==> src/rtl/cpu_pkg.sv <==
// Shared definitions for the 16-bit pipelined CPU: widths, the bubble
// encoding, opcode constants and the fetch-stage state enum.
package cpu_pkg;

  localparam int PC_W    = 16;
  localparam int INSTR_W = 16;
  localparam int OP_W    = 4;

  // Opcode 4'b1000 decodes to all-zero controls, so a bubble is never HALT.
  localparam logic [INSTR_W-1:0] NOP_INSTR = 16'h8000;

  localparam logic [OP_W-1:0] OP_HALT = 4'b0000;
  localparam logic [OP_W-1:0] OP_ANDI = 4'b0001;
  localparam logic [OP_W-1:0] OP_ORI  = 4'b0010;
  localparam logic [OP_W-1:0] OP_BGT  = 4'b0100;
  localparam logic [OP_W-1:0] OP_BLT  = 4'b0101;
  localparam logic [OP_W-1:0] OP_BEQ  = 4'b0110;
  localparam logic [OP_W-1:0] OP_JMP  = 4'b0111;
  localparam logic [OP_W-1:0] OP_LBU  = 4'b1010;
  localparam logic [OP_W-1:0] OP_SB   = 4'b1011;
  localparam logic [OP_W-1:0] OP_LW   = 4'b1100;
  localparam logic [OP_W-1:0] OP_SW   = 4'b1101;
  localparam logic [OP_W-1:0] OP_A    = 4'b1111;

  typedef enum logic {
    RUN    = 1'b0,
    HALTED = 1'b1
  } fetch_state_t;

endpackage

==> src/rtl/fetch_unit_if.sv <==
// Instruction-memory bus between the fetch stage (master) and the memory
// (slave). The memory is read combinationally: imem_rdata reflects
// imem_addr in the same cycle; there is no valid/ready handshake.
interface fetch_unit_if #(
  parameter int PC_W    = 16,
  parameter int INSTR_W = 16
);
  logic [PC_W-1:0]    imem_addr;
  logic [INSTR_W-1:0] imem_rdata;

  modport master (output imem_addr, input imem_rdata);
  modport slave  (input imem_addr, output imem_rdata);
endinterface

==> src/rtl/fetch_unit_if_id_reg.sv <==
// IF/ID pipeline register. Priority: reset, bubble, load, otherwise hold.
// A bubble replaces the instruction with NOP_INSTR and clears valid while
// the pc fields keep their previous values.
module if_id_reg
  import cpu_pkg::*;
#(
  parameter int PC_W    = cpu_pkg::PC_W,
  parameter int INSTR_W = cpu_pkg::INSTR_W
) (
  input  logic               clk,
  input  logic               reset,
  input  logic               i_load,
  input  logic               i_bubble,
  input  logic [INSTR_W-1:0] i_instr,
  input  logic [PC_W-1:0]    i_pc,
  input  logic [PC_W-1:0]    i_pc_next,
  output logic [INSTR_W-1:0] o_instr,
  output logic [PC_W-1:0]    o_pc,
  output logic [PC_W-1:0]    o_pc_next,
  output logic               o_valid
);

  logic [INSTR_W-1:0] r_instr;
  logic [PC_W-1:0]    r_pc;
  logic [PC_W-1:0]    r_pc_next;
  logic               r_valid;

  // Register update: reset, bubble insertion, normal load or hold.
  always_ff @(posedge clk) begin
    if (!reset) begin
      r_instr   <= NOP_INSTR[INSTR_W-1:0];
      r_pc      <= '0;
      r_pc_next <= '0;
      r_valid   <= 1'b0;
    end else if (i_bubble) begin
      r_instr   <= NOP_INSTR[INSTR_W-1:0];
      r_valid   <= 1'b0;
    end else if (i_load) begin
      r_instr   <= i_instr;
      r_pc      <= i_pc;
      r_pc_next <= i_pc_next;
      r_valid   <= 1'b1;
    end
  end

  assign o_instr   = r_instr;
  assign o_pc      = r_pc;
  assign o_pc_next = r_pc_next;
  assign o_valid   = r_valid;

endmodule

==> src/rtl/fetch_unit.sv <==
// Instruction-fetch stage: owns the PC and next-PC selection, drives the
// instruction memory, and feeds the IF/ID register. Halt is terminal
// until reset. if_id_valid marks a real instruction (0 = bubble).
module fetch_unit
  import cpu_pkg::*;
#(
  parameter int              PC_W      = cpu_pkg::PC_W,
  parameter int              INSTR_W   = cpu_pkg::INSTR_W,
  parameter logic [PC_W-1:0] PC_INC    = 16'd2,
  parameter logic [PC_W-1:0] RESET_PC  = 16'h0000
) (
  input  logic               clk,
  input  logic               reset,
  input  logic               stall,
  input  logic               pc_op,
  input  logic               b_jmp,
  input  logic [PC_W-1:0]    branch_target,
  input  logic [PC_W-1:0]    jump_target,
  input  logic               if_flush,
  input  logic               halt,
  fetch_unit_if.master       imem,
  output logic [INSTR_W-1:0] if_id_instr,
  output logic [PC_W-1:0]    if_id_pc,
  output logic [PC_W-1:0]    if_id_pc_next,
  output logic               if_id_valid,
  output logic [3:0]         opcode,
  output logic               halted,
  output fetch_state_t       dbg_state
);

  fetch_state_t    r_state;
  logic [PC_W-1:0] r_pc;
  logic            r_halted;

  logic [PC_W-1:0] w_pc_inc;
  logic [PC_W-1:0] w_target;
  logic            w_load;
  logic            w_bubble;

  // Wraps modulo 2^PC_W by construction.
  assign w_pc_inc = r_pc + PC_INC;
  assign w_target = b_jmp ? branch_target : jump_target;

  // IF/ID control in priority order: halt, redirect, flush, stall, fetch.
  // A redirect ignores stall; in HALTED the register simply holds.
  always_comb begin
    w_load   = 1'b0;
    w_bubble = 1'b0;
    if (r_state == RUN) begin
      if (halt) begin
        w_bubble = 1'b1;
      end else if (pc_op) begin
        if (if_flush) w_bubble = 1'b1;
        else          w_load   = 1'b1;
      end else if (if_flush) begin
        w_bubble = 1'b1;
      end else if (!stall) begin
        w_load = 1'b1;
      end
    end
  end

  // Fetch FSM: state, PC and the registered halted flag.
  always_ff @(posedge clk) begin
    if (!reset) begin
      r_state  <= RUN;
      r_pc     <= RESET_PC;
      r_halted <= 1'b0;
    end else begin
      case (r_state)
        RUN: begin
          if (halt) begin
            r_state  <= HALTED;
            r_halted <= 1'b1;
          end else if (pc_op) begin
            r_pc <= w_target;
          end else if (!stall) begin
            // Covers both plain fetch and flush-without-stall.
            r_pc <= w_pc_inc;
          end
        end
        HALTED: begin
          r_state  <= HALTED;
          r_halted <= 1'b1;
        end
        default: begin
          r_state  <= RUN;
          r_halted <= 1'b0;
        end
      endcase
    end
  end

  if_id_reg #(
    .PC_W    (PC_W),
    .INSTR_W (INSTR_W)
  ) u_if_id_reg (
    .clk       (clk),
    .reset     (reset),
    .i_load    (w_load),
    .i_bubble  (w_bubble),
    .i_instr   (imem.imem_rdata),
    .i_pc      (r_pc),
    .i_pc_next (w_pc_inc),
    .o_instr   (if_id_instr),
    .o_pc      (if_id_pc),
    .o_pc_next (if_id_pc_next),
    .o_valid   (if_id_valid)
  );

  assign imem.imem_addr = r_pc;
  assign opcode         = if_id_instr[INSTR_W-1 -: 4];
  assign halted         = r_halted;
  assign dbg_state      = r_state;

endmodule

==> src/flat_wrapper.sv <==
// flat-port wrapper written by rule: the top's interface ports become plain ports
module fetch_unit_flat import cpu_pkg::*;
#(
  parameter int              PC_W      = cpu_pkg::PC_W,
  parameter int              INSTR_W   = cpu_pkg::INSTR_W,
  parameter logic [PC_W-1:0] PC_INC    = 16'd2,
  parameter logic [PC_W-1:0] RESET_PC  = 16'h0000
)
  (clk, reset, stall, pc_op, b_jmp, branch_target, jump_target, if_flush, halt, if_id_instr, if_id_pc, if_id_pc_next, if_id_valid, opcode, halted, dbg_state, imem_imem_addr, imem_imem_rdata);
  fetch_unit_if #(.PC_W(PC_W), .INSTR_W(INSTR_W)) imem_i ();
  input  logic clk;
  input  logic reset;
  input  logic stall;
  input  logic pc_op;
  input  logic b_jmp;
  input  logic [PC_W-1:0] branch_target;
  input  logic [PC_W-1:0] jump_target;
  input  logic if_flush;
  input  logic halt;
  output logic [INSTR_W-1:0] if_id_instr;
  output logic [PC_W-1:0] if_id_pc;
  output logic [PC_W-1:0] if_id_pc_next;
  output logic if_id_valid;
  output logic [3:0] opcode;
  output logic halted;
  output fetch_state_t dbg_state;
  output wire logic [$bits(imem_i.imem_addr)-1:0] imem_imem_addr;
  input wire logic [$bits(imem_i.imem_rdata)-1:0] imem_imem_rdata;
  assign imem_imem_addr = imem_i.imem_addr;
  assign imem_i.imem_rdata = imem_imem_rdata;
  fetch_unit #(.PC_W(PC_W), .INSTR_W(INSTR_W), .PC_INC(PC_INC), .RESET_PC(RESET_PC)) u_core (.clk(clk), .reset(reset), .stall(stall), .pc_op(pc_op), .b_jmp(b_jmp), .branch_target(branch_target), .jump_target(jump_target), .if_flush(if_flush), .halt(halt), .imem(imem_i), .if_id_instr(if_id_instr), .if_id_pc(if_id_pc), .if_id_pc_next(if_id_pc_next), .if_id_valid(if_id_valid), .opcode(opcode), .halted(halted), .dbg_state(dbg_state));
endmodule
==> config.mk <==
export PLATFORM = sky130hd
export DESIGN_NAME = fetch_unit_flat
export DESIGN_NICKNAME = d
export VERILOG_FILES = /design/src/rtl/cpu_pkg.sv /design/src/rtl/fetch_unit_if.sv /design/src/rtl/fetch_unit_if_id_reg.sv /design/src/rtl/fetch_unit.sv /design/src/flat_wrapper.sv
export SDC_FILE = /design/constraint.sdc
export NUM_CORES = 1
export LEC_CHECK = 0
export BUFFER_PORTS_ARGS = -buffer_cell sky130_fd_sc_hd__clkbuf_2
export CORE_AREA = 2 2 84 86
export DETAILED_ROUTE_END_ITERATION = 7
export DIE_AREA = 0 0 86 88
export PLACE_DENSITY = 0.9
export SYNTH_ARGS = -nofsm -noshare
export SYNTH_HDL_FRONTEND = slang
export SYNTH_SLANG_ARGS = --single-unit
==> constraint.sdc <==
create_clock -name clk -period 3.7 [get_ports clk]
set_input_delay 0.74 -clock clk [delete_from_list [all_inputs] [get_ports clk]]
set_output_delay 0.74 -clock clk [all_outputs]
set_load 0.01 [all_outputs]
# --- Yosys cells after proc, flatten, opt, wreduce, memory -nomap -nowiden ---
# Index checks and enable logic that the tools add are counted.
totals:
  regBits: 67
  input_bits: 55
  output_inout_bits: 71
  wordCells: 33
classes:
  n_addsub: 1
  n_eq_ne: 2
  mux: 16
  bitwise: 4
  n_reduce_logical: 3
ops:
  columns: ["operator", "n"]
  rows:
  - ["$mux 16", 3]
  - ["$add 16x2->16 const B", 1]
  - ["$mux 1", 11]
  - ["$not 1->1", 4]
  - ["$pmux 1 s2", 2]
  - ["$reduce_and 3->1", 1]
  - ["$ne 2x1->1 const B", 1]
  - ["$ne 2x2->1 const B", 1]
  - ["$reduce_and 2->1", 1]
  - ["$reduce_or 2->1", 1]

# --- Logic depth before layout (Yosys ltp) ---
# Gate-level depths: netlist of the first run.
logic_depth:
  ltp_word: 6
  mapped_depth: 7
  ltp_nobuf: 5

# --- Modules after synthesis ---
# Synthesis of the first run repeated with hierarchy kept, for this count alone.
hier_totals:
  cells_unflattened: 384
  hier_area_um2: 3347.0
by_module_without_submodules:
  columns: ["mod", "n_inst", "cells_per_inst", "area_per_inst_um2", "seq_area_each_um2"]
  rows:
  - ["if_id_reg", 1, 196, 1919.3, 980.9]
  - ["fetch_unit", 1, 188, 1427.6, 360.3]

# --- Least setup slack after synthesis of the first run ---
# No wires, ideal clock.
synth_path:
  path_type: "input to register"
  start: "in pc_op"
  end: "reg u_core.u_if_id_reg.r_instr[0], in the netlist u_core.u_if_id_reg.o_instr[0]"
  setup_time_ns: 0.137
  arrival_ns: 1.820
  required_time_ns: 3.563
  path_slack_ns: 1.743
  stages: 7
  n_path_buf: 3
  cell_sequence: "buf_2 > and2b_1 > or3_1 > buf_2 > buf_6 > nand2_1 > a21oi_1"
synth_via:
  elab_chain_len: 3
synth_lines:
  columns: ["element", "line", "text"]
  rows:
  - ["start: declaration", "flat_wrapper.sv:14", "input logic pc_op;"]
  - ["$mux 1", "fetch_unit.sv:52", "end else if (pc_op) begin"]
  - ["$mux 1", "fetch_unit.sv:50", "if (halt) begin"]
  - ["$mux 1", "fetch_unit.sv:49", "if (r_state == RUN) begin"]
  - ["end signal: assignment", "fetch_unit_if_id_reg.sv:31", "r_instr <= NOP_INSTR[INSTR_W-1:0];"]
  - ["end signal: assignment", "fetch_unit_if_id_reg.sv:36", "r_instr <= NOP_INSTR[INSTR_W-1:0];"]
  - ["end signal: assignment", "fetch_unit_if_id_reg.sv:39", "r_instr <= i_instr;"]
  - ["end: declaration", "fetch_unit_if_id_reg.sv:23", "logic [INSTR_W-1:0] r_instr;"]
# No other way between the ends.
# A chain may end at the register's enable or synchronous reset.

# --- Final worst setup path of the first run ---
layout_path:
  start: "reg u_core.r_pc[1], in the netlist u_core.imem.imem_addr[1]"
  end: "reg u_core.r_pc[9], in the netlist u_core.imem.imem_addr[9]"
layout_via:
  elab_chain_len: 3
layout_lines:
  columns: ["element", "line", "text"]
  rows:
  - ["start: declaration", "fetch_unit.sv:32", "logic [PC_W-1:0] r_pc;"]
  - ["start signal: assignment", "fetch_unit.sv:76", "r_pc <= w_target;"]
  - ["start signal: assignment", "fetch_unit.sv:79", "r_pc <= w_pc_inc;"]
  - ["$add 16x2->16", "fetch_unit.sv:41", "assign w_pc_inc = r_pc + PC_INC;"]
  - ["$mux 16", "fetch_unit.sv:77", "end else if (!stall) begin"]
  - ["$mux 16", "fetch_unit.sv:75", "end else if (pc_op) begin"]
# No other way between the ends. The select of a mux whose other input is x is not followed.

==> flow_summary.html, run 1 <==
<table>
<tr><th>Metric</th><th>Value</th></tr>
<tr><th colspan="2">Outcome</th></tr>
<tr><td>Result of the run</td><td>finished clean</td></tr>
<tr><th colspan="2">Worst setup path</th></tr>
<tr><td>Worst path required time</td><td>3.93 ns</td></tr>
<tr><td>Destination of the worst register-to-register timing path</td><td>u_core.imem.imem_addr[9]</td></tr>
<tr><td>Top cell family by delay on the critical path</td><td>simple AND/OR/NAND/NOR gates</td></tr>
<tr><td>Reg-to-reg startpoint</td><td>u_core.imem.imem_addr[1]</td></tr>
<tr><td>Number of cells on the critical path</td><td>5</td></tr>
<tr><td>Number of cell instances on the worst register-to-register path</td><td>5</td></tr>
<tr><td>Crit path capture type</td><td>register</td></tr>
<tr><td>Cell breakdown of the critical path</td><td>ha_1 &gt; nand3_1 &gt; nor3_1 &gt; nor4b_1 &gt; a311o_1</td></tr>
<tr><td>WP buf/inv</td><td>0</td></tr>
<tr><td>Setup slack of the worst register-to-register path</td><td>~1.5 ns</td></tr>
<tr><td>Arrival time of data at the critical path endpoint</td><td>2.46 ns</td></tr>
<tr><td>Highest cell delay on the worst timing path</td><td>between 0.5 and 0.6 ns</td></tr>
<tr><td>Slowest cell on crit path</td><td>nor3_1</td></tr>
<tr><td>Type of element launching the critical path</td><td>register</td></tr>
<tr><td>Start-to-end type of the worst setup path</td><td>register to register</td></tr>
<tr><td>Largest fanout of any net on the critical path</td><td>9</td></tr>
<tr><th colspan="2">Place</th></tr>
<tr><td>Port-buffer cells</td><td>around 130</td></tr>
<tr><td>Detailed-placement wirelength estimate</td><td>between 6000 and 7000 um</td></tr>
<tr><td>Routability Congestion</td><td>0.910</td></tr>
<tr><td>Post-detailed-placement cell area</td><td>roughly 3700 um^2</td></tr>
<tr><th colspan="2">Drt</th></tr>
<tr><td>Aggregate routed wire length</td><td>a little under 9000 um</td></tr>
<tr><td>Total DRC errors in the routed layout</td><td>0</td></tr>
<tr><td>Post-DR wirelength/cell</td><td>15.3 um</td></tr>
<tr><td>Number of nets still failing antenna checks after routing</td><td>0</td></tr>
<tr><td>First DRT Iteration DRCs</td><td>about 230</td></tr>
<tr><td>Total number of vias</td><td>3,280</td></tr>
<tr><td>Initial DRT Pass Iterations</td><td>5</td></tr>
<tr><td>Detailed-route vias per instance</td><td>5.63</td></tr>
<tr><th colspan="2">Clock network</th></tr>
<tr><td>CTS hold repair buffers</td><td>0</td></tr>
<tr><td>Clock sinks</td><td>66</td></tr>
<tr><td>Number of setup buffers added after CTS</td><td>0</td></tr>
<tr><td>TritonCTS Buffers</td><td>9</td></tr>
<tr><td>Clock Tree Buf Depth</td><td>2</td></tr>
<tr><td>Count of cells resized by post-cts repair</td><td>0</td></tr>
<tr><td>Clock H-tree levels</td><td>3</td></tr>
<tr><td>Insertion delay to the later sink of the worst-skew pair</td><td>0.35 ns</td></tr>
<tr><td>TritonCTS clock tree</td><td>built</td></tr>
<tr><td>Clk slew on worst S/H paths</td><td>~0.07 ns</td></tr>
<tr><td>Cell at the root of the clock tree</td><td>clkbuf_8</td></tr>
<tr><th colspan="2">Synth</th></tr>
<tr><td>Simple-gate share of the synthesized area</td><td>23.6%</td></tr>
<tr><td>Distinct cells, synth</td><td>53</td></tr>
<tr><td>Area share of the leading cell type in the synthesized netlist</td><td>approximately 40%</td></tr>
<tr><td>Compound-Gate Fraction of Synth Area</td><td>18.9%</td></tr>
<tr><td>Dominant combinational cell family by area after synthesis</td><td>simple AND/OR/NAND/NOR gates</td></tr>
<tr><td>Total standard cell area after synthesis</td><td>3200 um^2</td></tr>
<tr><td>Register bit total from synthesis</td><td>66</td></tr>
<tr><td>Xor/xnor share of the synthesized area</td><td>~2.7%</td></tr>
<tr><td>Cells after synthesis</td><td>400</td></tr>
<tr><td>Seq/Total Area, Yosys</td><td>41.2%</td></tr>
<tr><td>Main area contributors after synthesis</td><td>dfxtp_1 (41%), nand2_1 (9.1%), a21oi_1 (8.1%), mux2i_1 (3.4%), nor2_1 (2.9%)</td></tr>
<tr><td>Mean post-synth cell area</td><td>8.01 um^2</td></tr>
<tr><td>Multiplexer fraction of the synthesized cell area</td><td>5.19%</td></tr>
<tr><td>Most area-hungry cell type in the Yosys netlist</td><td>dfxtp_1</td></tr>
<tr><td>Yosys Warn Count</td><td>0</td></tr>
<tr><td>Number of enable flip-flop cells after synthesis</td><td>0</td></tr>
<tr><td>Post-synthesis adder-cell area fraction</td><td>0.390%</td></tr>
<tr><td>Most used flip-flop cell after synthesis</td><td>dfxtp_1</td></tr>
<tr><td>Async S/R FF share, synth</td><td>0%</td></tr>
<tr><td>Post-Synthesis Net Count</td><td>456</td></tr>
<tr><th colspan="2">Cells and area</th></tr>
<tr><td>Area added between synthesis and finish</td><td>22.1%</td></tr>
<tr><td>Share of cells above drive strength 1</td><td>31.0%</td></tr>
<tr><td>Finished Core Util</td><td>about 59%</td></tr>
<tr><td>Most common library cell in the layout ignoring fill and taps</td><td>clkbuf_2</td></tr>
<tr><td>Final net count</td><td>554</td></tr>
<tr><td>Ant. Diodes</td><td>0</td></tr>
<tr><td>Most frequent cells in the layout</td><td>clkbuf_2 (125), nand2_1 (78), dfxtp_1 (66)</td></tr>
<tr><td>Area of all placed cells without fillers</td><td>roughly 4000 um^2</td></tr>
<tr><th colspan="2">Global routing</th></tr>
<tr><td>Met1 routing resource usage after global routing</td><td>a little under a third</td></tr>
<tr><td>Pin count of the biggest net entering global routing</td><td>39</td></tr>
<tr><td>Residual overflow from global routing</td><td>0</td></tr>
<tr><td>Vias in the first global route</td><td>3,002</td></tr>
<tr><td>Busiest grt layer</td><td>met2</td></tr>
<tr><td>Met3 usage</td><td>a little under 7%</td></tr>
<tr><td>Global-route wire length before repair</td><td>around 14,000 um</td></tr>
<tr><td>GRT Overall Usage</td><td>24.1%</td></tr>
<tr><td>M2 GR Usage</td><td>between 30% and 40%</td></tr>
<tr><td>Number of antenna violations at the first check in global routing</td><td>0</td></tr>
<tr><th colspan="2">Floorplan</th></tr>
<tr><td>Total number of placement rows</td><td>30</td></tr>
<tr><td>Full die area</td><td>about 7600 um^2</td></tr>
<tr><td>I/O pin total</td><td>126</td></tr>
<tr><td>Die Ht</td><td>approximately 90 um</td></tr>
<tr><td>Core Footprint</td><td>about 6600 um^2</td></tr>
<tr><td>Effective utilization at floorplan</td><td>48.2%</td></tr>
<tr><td>Chip width</td><td>86 um</td></tr>
<tr><th colspan="2">Hold path</th></tr>
<tr><td>Hold worst-path end</td><td>u_core.u_if_id_reg.o_instr[0]</td></tr>
<tr><td>Hold Crit Class</td><td>register to register</td></tr>
<tr><td>Hold path startpoint</td><td>u_core.u_if_id_reg.o_instr[0]</td></tr>
<tr><td>Hold Path Depth</td><td>2</td></tr>
<tr><th colspan="2">Power and ir drop</th></tr>
<tr><td>Fraction of power spent switching nets</td><td>27.7%</td></tr>
<tr><td>Combinational fraction of design power</td><td>between 10% and 20%</td></tr>
<tr><td>Power density relative to cell area</td><td>400 nW/um^2</td></tr>
<tr><td>Internal</td><td>~1.1 mW</td></tr>
<tr><td>Clk pwr share</td><td>37.6%</td></tr>
<tr><td>Leak pwr</td><td>1.61 nW</td></tr>
<tr><td>Net switching power figure</td><td>0.433 mW</td></tr>
<tr><td>Power after layout</td><td>1.57 mW</td></tr>
<tr><td>Maximum VDD drop</td><td>0.000262 V</td></tr>
<tr><td>Part of the total power dissipated in sequential elements</td><td>49.5%</td></tr>
<tr><th colspan="2">Timing</th></tr>
<tr><td>Number of max-slew violations in the final report</td><td>0</td></tr>
<tr><td>Final clock period utilization by the worst path</td><td>60.2%</td></tr>
<tr><td>Final total negative setup slack</td><td>0 ns</td></tr>
<tr><td>Shortest period the worst path allows</td><td>2.23 ns</td></tr>
<tr><td>Number of failing hold endpoints at the final stage</td><td>0</td></tr>
<tr><td>Highest clock rate</td><td>0.449 GHz</td></tr>
<tr><td>RSZ-0062 raised after global routing</td><td>no</td></tr>
<tr><td>Slew HR</td><td>19.0%</td></tr>
<tr><td>Final clock skew</td><td>just over 0.01 ns</td></tr>
<tr><td>Worst Max-Slew Pin Slew</td><td>1.21 ns</td></tr>
<tr><td>Hold WS</td><td>~0.45 ns</td></tr>
<tr><td>Final setup fails</td><td>0</td></tr>
<tr><th colspan="2">Run</th></tr>
<tr><td>Max Cap Viol</td><td>0</td></tr>
</table>
[power groups by stage]
| stage | Sequential (mW) | Combinational (mW) | Clock (mW) |
|---|---|---|---|
| 6_report | 0.775 | 0.203 | 0.588 |
| 5_1_grt | 0.779 | 0.225 | 0.633 |
| 4_1_cts | 0.773 | 0.204 | 0.592 |
| 3_5_place_dp | 0.790 | 0.202 | 0 |
| 3_3_place_gp | 0.788 | 0.197 | 0 |
| 2_1_floorplan | 0.784 | 0.126 | 0 |
[cell families after synthesis]
group	after synthesis
multiplexers	16
XOR/XNOR	10
adder cells (fa/ha/maj)	1
AND/OR/NAND/NOR	156
buffers and inverters	47
flip-flops	66
AO/OA/AOI/OAI	104
[worst register-to-register path: cells and delay by family, from the launching register on]
family | cells | cell delay [ns]
simple gates | 3 | 0.90
flops | 1 | 0.55
fa+ha+maj | 1 | 0.37
compound gates | 1 | 0.29
[worst max path at each step]
stage                             startpoint                          endpoint
floorplan                              pc_op     u_core.u_if_id_reg.o_instr[0]
global placement                        halt    u_core.u_if_id_reg.o_instr[14]
detailed placement                      halt     u_core.u_if_id_reg.o_instr[3]
CTS                                     halt     u_core.u_if_id_reg.o_instr[3]
global route        u_core.imem.imem_addr[1]  u_core.u_if_id_reg.o_pc_next[15]
finish              u_core.imem.imem_addr[1]          u_core.imem.imem_addr[9]
[flip-flops by register name, summed over array words and instances (netlist names)]
register                      cells
u_core.u_if_id_reg.o_instr       16
u_core.dbg_state                  1
u_core.imem.imem_addr            16
u_core.u_if_id_reg.o_pc_next     15
u_core.u_if_id_reg.o_valid        1
u_core.halted                     1
u_core.u_if_id_reg.o_pc          16
[area by class of cell]
type / count / area (um^2)
multi-input combinational: 287 / 1630
sequential: 66 / 1320
clock inverter: 5 / 55.1
tap: 80 / 100
timing repair buffer: 129 / 656
inverter: 5 / 18.8
fill: 630 / 2730
clock buffer: 11 / 131
[layer usage]
metal | wire [um] | up-vias
met3 | 954 | 12
li1 | - | 1591
met5 | 0 | -
met1 | 3690 | 1497
met2 | 4160 | 180
met4 | 141 | 0
[cells in the mapped netlist (all sizes together), types with 2 or more instances]
| master | count |
|---|---|
| a21boi | 2 |
| o21a | 6 |
| and4 | 2 |
| nand2 | 78 |
| xor2 | 4 |
| nand4b | 2 |
| o21ai | 19 |
| a211oi | 5 |
| nand4 | 11 |
| a31oi | 5 |
| xnor2 | 6 |
| nand2b | 2 |
| mux2 | 5 |
| mux2i | 11 |
| nor2b | 3 |
| nor4 | 8 |
| nand3 | 6 |
| nor3 | 6 |
| nor2 | 26 |
| nand3b | 2 |
| o211ai | 2 |
| inv | 4 |
| clkbuf | 13 |
| o22ai | 4 |
| a21oi | 53 |
| buf | 29 |
| dfxtp | 66 |
| and3 | 2 |
| or3 | 2 |
[per-stage QoR]
step                      std cells  setup WS (ns)
after floorplan                 400           1.74
after global placement          567           1.21
after detailed placement        567           1.14
after CTS                       583           1.50
after global routing            583           1.32
final                           583           1.47
No activity file was read; power rests on OpenSTA's default activity.
==> inputs of run 2 (changes only) <==
--- a/config.mk
+++ b/config.mk
@@ -5,10 +5,11 @@
 export SDC_FILE = /design/constraint.sdc
 export NUM_CORES = 1
 export LEC_CHECK = 0
+export ABC_AREA = 1
 export BUFFER_PORTS_ARGS = -buffer_cell sky130_fd_sc_hd__clkbuf_2
-export CORE_AREA = 2 2 84 86
+export CORE_AREA = 2 2 82 84
 export DETAILED_ROUTE_END_ITERATION = 7
-export DIE_AREA = 0 0 86 88
+export DIE_AREA = 0 0 84 86
 export PLACE_DENSITY = 0.9
 export SYNTH_ARGS = -nofsm -noshare
 export SYNTH_HDL_FRONTEND = slang
==> constraint.sdc (replaced) <==
create_clock -name clk -period 2.3 [get_ports clk]
set_input_delay 0.46 -clock clk [delete_from_list [all_inputs] [get_ports clk]]
set_output_delay 0.46 -clock clk [all_outputs]
set_load 0.01 [all_outputs]
==> run 2 against run 1 <==
Sequential cell count is the same; combinational power grew 87%; utilization grew 2.1 points; sequential power grew 64%; non-clock buffer count is the same; synthesized area shrank 7.4%; register-to-register slack lost 0.85 ns; die area shrank 4.5%; via count shrank 1.5%; critical path type unchanged; critical endpoint unchanged; setup slack lost 0.85 ns; total power grew 90%; clock skew shrank 0.0020 ns.
==> flow_summary.html, run 2 <==
<table>
<tr><th>Metric</th><th>Value</th></tr>
<tr><th colspan="2">Floorplan</th></tr>
<tr><td>I/O pin total</td><td>126 (unchanged)</td></tr>
<tr><td>Die Ht</td><td>86 um (was 88 um)</td></tr>
<tr><td>Chip width</td><td>84 um (was 86 um)</td></tr>
<tr><td>Total number of placement rows</td><td>29 (was 30)</td></tr>
<tr><td>Core Footprint</td><td>6280 um^2 (was 6640 um^2)</td></tr>
<tr><td>Full die area</td><td>7220 um^2 (was 7570 um^2)</td></tr>
<tr><td>Effective utilization at floorplan</td><td>47.3% (was 48.2%)</td></tr>
<tr><th colspan="2">Power and ir drop</th></tr>
<tr><td>Part of the total power dissipated in sequential elements</td><td>42.5% (was 49.5%)</td></tr>
<tr><td>Maximum VDD drop</td><td>0.000520 V (was 0.000262 V)</td></tr>
<tr><td>Clk pwr share</td><td>44.8% (was 37.6%)</td></tr>
<tr><td>Internal</td><td>2.22 mW (was 1.13 mW)</td></tr>
<tr><td>Power density relative to cell area</td><td>779 nW/um^2 (was 400 nW/um^2)</td></tr>
<tr><td>Net switching power figure</td><td>0.764 mW (was 0.433 mW)</td></tr>
<tr><td>Combinational fraction of design power</td><td>12.7% (was 13.0%)</td></tr>
<tr><td>Fraction of power spent switching nets</td><td>25.6% (was 27.7%)</td></tr>
<tr><td>Leak pwr</td><td>1.95 nW (was 1.61 nW)</td></tr>
<tr><th colspan="2">Global routing</th></tr>
<tr><td>Global-route wire length before repair</td><td>13,900 um (was 14,400 um)</td></tr>
<tr><td>Residual overflow from global routing</td><td>0 (unchanged)</td></tr>
<tr><td>GRT Overall Usage</td><td>24.1% (about the same)</td></tr>
<tr><td>Number of antenna violations at the first check in global routing</td><td>0 (unchanged)</td></tr>
<tr><td>Pin count of the biggest net entering global routing</td><td>38 (was 39)</td></tr>
<tr><td>Vias in the first global route</td><td>2,929 (was 3,002)</td></tr>
<tr><th colspan="2">Clock network</th></tr>
<tr><td>Insertion delay to the later sink of the worst-skew pair</td><td>0.36 ns (was 0.35 ns)</td></tr>
<tr><td>Cell at the root of the clock tree</td><td>clkbuf_8 (unchanged)</td></tr>
<tr><td>Count of cells resized by post-cts repair</td><td>0 (unchanged)</td></tr>
<tr><td>Clock Tree Buf Depth</td><td>2 (unchanged)</td></tr>
<tr><td>Number of setup buffers added after CTS</td><td>0 (unchanged)</td></tr>
<tr><td>Clock sinks</td><td>66 (unchanged)</td></tr>
<tr><td>Clock H-tree levels</td><td>3 (unchanged)</td></tr>
<tr><td>TritonCTS clock tree</td><td>built (unchanged)</td></tr>
<tr><td>Clk slew on worst S/H paths</td><td>0.08 ns (was 0.07 ns)</td></tr>
<tr><td>TritonCTS Buffers</td><td>9 (unchanged)</td></tr>
<tr><td>CTS hold repair buffers</td><td>0 (unchanged)</td></tr>
<tr><th colspan="2">Synth</th></tr>
<tr><td>Simple-gate share of the synthesized area</td><td>23.4% (was 23.6%)</td></tr>
<tr><td>Register bit total from synthesis</td><td>66 (unchanged)</td></tr>
<tr><td>Total standard cell area after synthesis</td><td>2970 um^2 (was 3200 um^2)</td></tr>
<tr><td>Seq/Total Area, Yosys</td><td>44.5% (was 41.2%)</td></tr>
<tr><td>Most area-hungry cell type in the Yosys netlist</td><td>dfxtp_1 (unchanged)</td></tr>
<tr><td>Post-Synthesis Net Count</td><td>468 (was 456)</td></tr>
<tr><td>Yosys Warn Count</td><td>0 (unchanged)</td></tr>
<tr><td>Number of enable flip-flop cells after synthesis</td><td>0 (unchanged)</td></tr>
<tr><td>Post-synthesis adder-cell area fraction</td><td>0.422% (was 0.390%)</td></tr>
<tr><td>Most instantiated cells after synthesis</td><td>nor2_1 (84), dfxtp_1 (66), o21ai_0 (66) (was nand2_1 (78), dfxtp_1 (66), a21oi_1 (52))</td></tr>
<tr><td>Area share of the leading cell type in the synthesized netlist</td><td>44.5% (was 41.2%)</td></tr>
<tr><td>Multiplexer fraction of the synthesized cell area</td><td>0% (was 5.19%)</td></tr>
<tr><td>Mean post-synth cell area</td><td>7.20 um^2 (was 8.01 um^2)</td></tr>
<tr><td>Main area contributors after synthesis</td><td>dfxtp_1 (45%), o21ai_0 (11%), nor2_1 (11%), nand2_1 (7.8%), a21oi_1 (4.6%) (was dfxtp_1 (41%), nand2_1 (9.1%), a21oi_1 (8.1%), mux2i_1 (3.4%), nor2_1 (2.9%))</td></tr>
<tr><td>Compound-Gate Fraction of Synth Area</td><td>20.3% (was 18.9%)</td></tr>
<tr><td>Async S/R FF share, synth</td><td>0% (unchanged)</td></tr>
<tr><td>Xor/xnor share of the synthesized area</td><td>2.07% (was 2.73%)</td></tr>
<tr><td>Most used flip-flop cell after synthesis</td><td>dfxtp_1 (unchanged)</td></tr>
<tr><td>Dominant combinational cell family by area after synthesis</td><td>simple AND/OR/NAND/NOR gates (unchanged)</td></tr>
<tr><td>Dominant cell by count in the synthesized netlist</td><td>nor2_1 (was nand2_1)</td></tr>
<tr><td>Cells after synthesis</td><td>412 (was 400)</td></tr>
<tr><td>Distinct cells, synth</td><td>27 (was 53)</td></tr>
<tr><th colspan="2">Cells and area</th></tr>
<tr><td>Most frequent cells in the layout</td><td>clkbuf_2 (125), nor2_1 (84), o21ai_0 (66), dfxtp_1 (66), nand2_1 (62) (was clkbuf_2 (125), nand2_1 (78), dfxtp_1 (66))</td></tr>
<tr><td>Area added between synthesis and finish</td><td>29.0% (was 22.1%)</td></tr>
<tr><td>Final net count</td><td>580 (was 554)</td></tr>
<tr><td>Most common library cell in the layout ignoring fill and taps</td><td>clkbuf_2 (unchanged)</td></tr>
<tr><td>Final standard cell count with taps included and fillers excluded</td><td>606 (was 583)</td></tr>
<tr><td>Share of cells above drive strength 1</td><td>28.9% (was 31.0%)</td></tr>
<tr><td>Ant. Diodes</td><td>0 (unchanged)</td></tr>
<tr><th colspan="2">Outcome</th></tr>
<tr><td>Result of the run</td><td>finished clean (unchanged)</td></tr>
<tr><th colspan="2">Timing</th></tr>
<tr><td>Final clock period utilization by the worst path</td><td>72.7% (was 60.2%)</td></tr>
<tr><td>Worst Max-Slew Pin Slew</td><td>0.565 ns (was 1.21 ns)</td></tr>
<tr><td>Final total negative setup slack</td><td>0 ns (unchanged)</td></tr>
<tr><td>Shortest period the worst path allows</td><td>1.67 ns (was 2.23 ns)</td></tr>
<tr><td>RSZ-0062 raised after global routing</td><td>no (unchanged)</td></tr>
<tr><td>Highest clock rate</td><td>0.598 GHz (was 0.449 GHz)</td></tr>
<tr><td>Slew HR</td><td>62.3% (was 19.0%)</td></tr>
<tr><td>Number of max-slew violations in the final report</td><td>0 (unchanged)</td></tr>
<tr><td>Number of failing hold endpoints at the final stage</td><td>0 (unchanged)</td></tr>
<tr><td>Final clock skew</td><td>0.00827 ns (was 0.0103 ns)</td></tr>
<tr><td>Final setup fails</td><td>0 (unchanged)</td></tr>
<tr><th colspan="2">Worst setup path</th></tr>
<tr><td>Slowest cell on crit path</td><td>dfxtp_1 (was nor3_1)</td></tr>
<tr><td>Start-to-end type of the worst setup path</td><td>register to register (unchanged)</td></tr>
<tr><td>Type of element launching the critical path</td><td>register (unchanged)</td></tr>
<tr><td>Worst path required time</td><td>2.60 ns (was 3.93 ns)</td></tr>
<tr><td>WP buf/inv</td><td>1 (was 0)</td></tr>
<tr><td>Setup slack of the worst register-to-register path</td><td>0.63 ns (was 1.47 ns)</td></tr>
<tr><td>Highest cell delay on the worst timing path</td><td>0.41 ns (was 0.56 ns)</td></tr>
<tr><td>Largest fanout of any net on the critical path</td><td>5 (was 9)</td></tr>
<tr><td>Arrival time of data at the critical path endpoint</td><td>1.97 ns (was 2.46 ns)</td></tr>
<tr><td>Cell with the most instances on the worst path</td><td>nand2_1</td></tr>
<tr><td>Top cell family by delay on the critical path</td><td>simple AND/OR/NAND/NOR gates (unchanged)</td></tr>
<tr><td>Cell breakdown of the critical path</td><td>ha_1 &gt; nand2_1 &gt; nor2_1 &gt; nand2_1 &gt; xor2_1 &gt; nand2_1 &gt; nand3_1 &gt; nand2_1 &gt; inv_1 (was ha_1 &gt; nand3_1 &gt; nor3_1 &gt; nor4b_1 &gt; a311o_1)</td></tr>
<tr><td>Crit path capture type</td><td>register (unchanged)</td></tr>
<tr><th colspan="2">Drt</th></tr>
<tr><td>Initial DRT Pass Iterations</td><td>5 (unchanged)</td></tr>
<tr><td>First DRT Iteration DRCs</td><td>265 (was 233)</td></tr>
<tr><td>Aggregate routed wire length</td><td>8640 um (was 8940 um)</td></tr>
<tr><td>Total number of vias</td><td>3,232 (was 3,280)</td></tr>
<tr><td>Detailed-route vias per instance</td><td>5.33 (was 5.63)</td></tr>
<tr><td>Post-DR wirelength/cell</td><td>14.3 um (was 15.3 um)</td></tr>
<tr><td>Number of nets still failing antenna checks after routing</td><td>0 (unchanged)</td></tr>
<tr><td>Total DRC errors in the routed layout</td><td>0 (unchanged)</td></tr>
<tr><th colspan="2">Place</th></tr>
<tr><td>Port-buffer cells</td><td>125 (unchanged)</td></tr>
<tr><td>Detailed-placement wirelength estimate</td><td>6410 um (was 6400 um)</td></tr>
<tr><td>Routability Congestion</td><td>0.927 (was 0.910)</td></tr>
<tr><td>Placed insts</td><td>590 (was 567)</td></tr>
<tr><th colspan="2">Run</th></tr>
<tr><td>Max Cap Viol</td><td>0 (unchanged)</td></tr>
<tr><th colspan="2">Hold path</th></tr>
<tr><td>Hold Crit Class</td><td>primary input to register (was register to register)</td></tr>
</table>
run 2: cell types whose count changed after synthesis, sizes merged, moves of 7 or more:
| cell | delta |
|---|---|
| o21ai | +47 |
| inv | +24 |
| nor2 | +60 |
| nand3 | +8 |
| a21oi | -26 |
| nand4 | -8 |
| nor4 | -8 |
| mux2i | -11 |
| o21bai | +7 |
| nand2 | -14 |
| buf | -10 |
run 2: worst reg2reg max path, delay by kind of cell (launching register included):
family / cells / cell delay, ns
xor gates and xnor gates: 1 / 0.34
buffers and inverters: 1 / 0.05
adders and majority gates: 1 / 0.24
DFF: 1 / 0.41
and+or+nand+nor: 6 / 0.59
run 2: cells by family (layout without fill, tap and decap cells):
logic type / count (synthesis) / after routing
AOI/OAI and AO/OA: 112 / 112
xor gates and xnor gates: 7 / 7
adders and majority gates: 1 / 1
buffers and inverters: 56 / 173
DFF: 66 / 66
and+or+nand+nor: 170 / 170
run 2: routing by layer:
| metal | GRT usage [%] | up-vias | share of wire [%] |
|---|---|---|---|
| met1 | 30.8 | 1473 | 42 |
| met5 | 0 | - | 0 |
| li1 | - | 1570 | - |
| met4 | 11.6 | 0 | 2.5 |
| met3 | 4.81 | 15 | 8.2 |
| met2 | 39.3 | 174 | 47 |
run 2: per-stage QoR:
| stage | total power, mW | hold slack, ns | setup WS (ns) | utilization (%) | cell area (um^2) |
|---|---|---|---|---|---|
| finish | 2.98 | 0.316 | 0.629 | 61.0 | 3830 |
| global route | 3.08 | 0.334 | 0.467 | 61.0 | 3830 |
| detailed placement | 1.66 | 0.457 | 0.490 | 56.6 | 3550 |
| CTS | 2.98 | 0.308 | 0.644 | 61.0 | 3830 |
| global placement | 1.66 | 0.449 | 0.571 | 56.6 | 3550 |
| floorplan | 1.50 | 0.471 | 0.916 | - | 2970 |
run 2: path summary, 6_finish.rpt:
| check | startpoint | end | cells after the start |
|---|---|---|---|
| max | u_core.imem.imem_addr[1] | u_core.imem.imem_addr[9] | 9 |
| min | imem_imem_rdata[15] | u_core.u_if_id_reg.o_instr[15] | 3 |
| max reg2reg | u_core.imem.imem_addr[1] | u_core.imem.imem_addr[9] | 9 |
| min reg2reg | u_core.u_if_id_reg.o_pc[1] | u_core.u_if_id_reg.o_pc[1] | 2 |
run 2: cell type report:
| type | instances | area [um^2] |
|---|---|---|
| fillers | 585 | 2450 |
| multi-input cells | 290 | 1370 |
| flip-flops and latches | 66 | 1320 |
| repair buffers | 129 | 656 |
| clock buffers | 10 | 138 |
| clock inverters | 6 | 138 |
| inverters | 28 | 108 |
| well taps | 77 | 96.3 |
run 2: power groups by stage:
| stage | Clock [mW] | Sequential, mW | Combinational (mW) |
|---|---|---|---|
| 6_report | 1.34 | 1.27 | 0.380 |
| 5_1_grt | 1.39 | 1.27 | 0.422 |
| 4_1_cts | 1.34 | 1.26 | 0.378 |
| 3_5_place_dp | 0 | 1.29 | 0.376 |
| 3_3_place_gp | 0 | 1.29 | 0.368 |
| 2_1_floorplan | 0 | 1.31 | 0.196 |
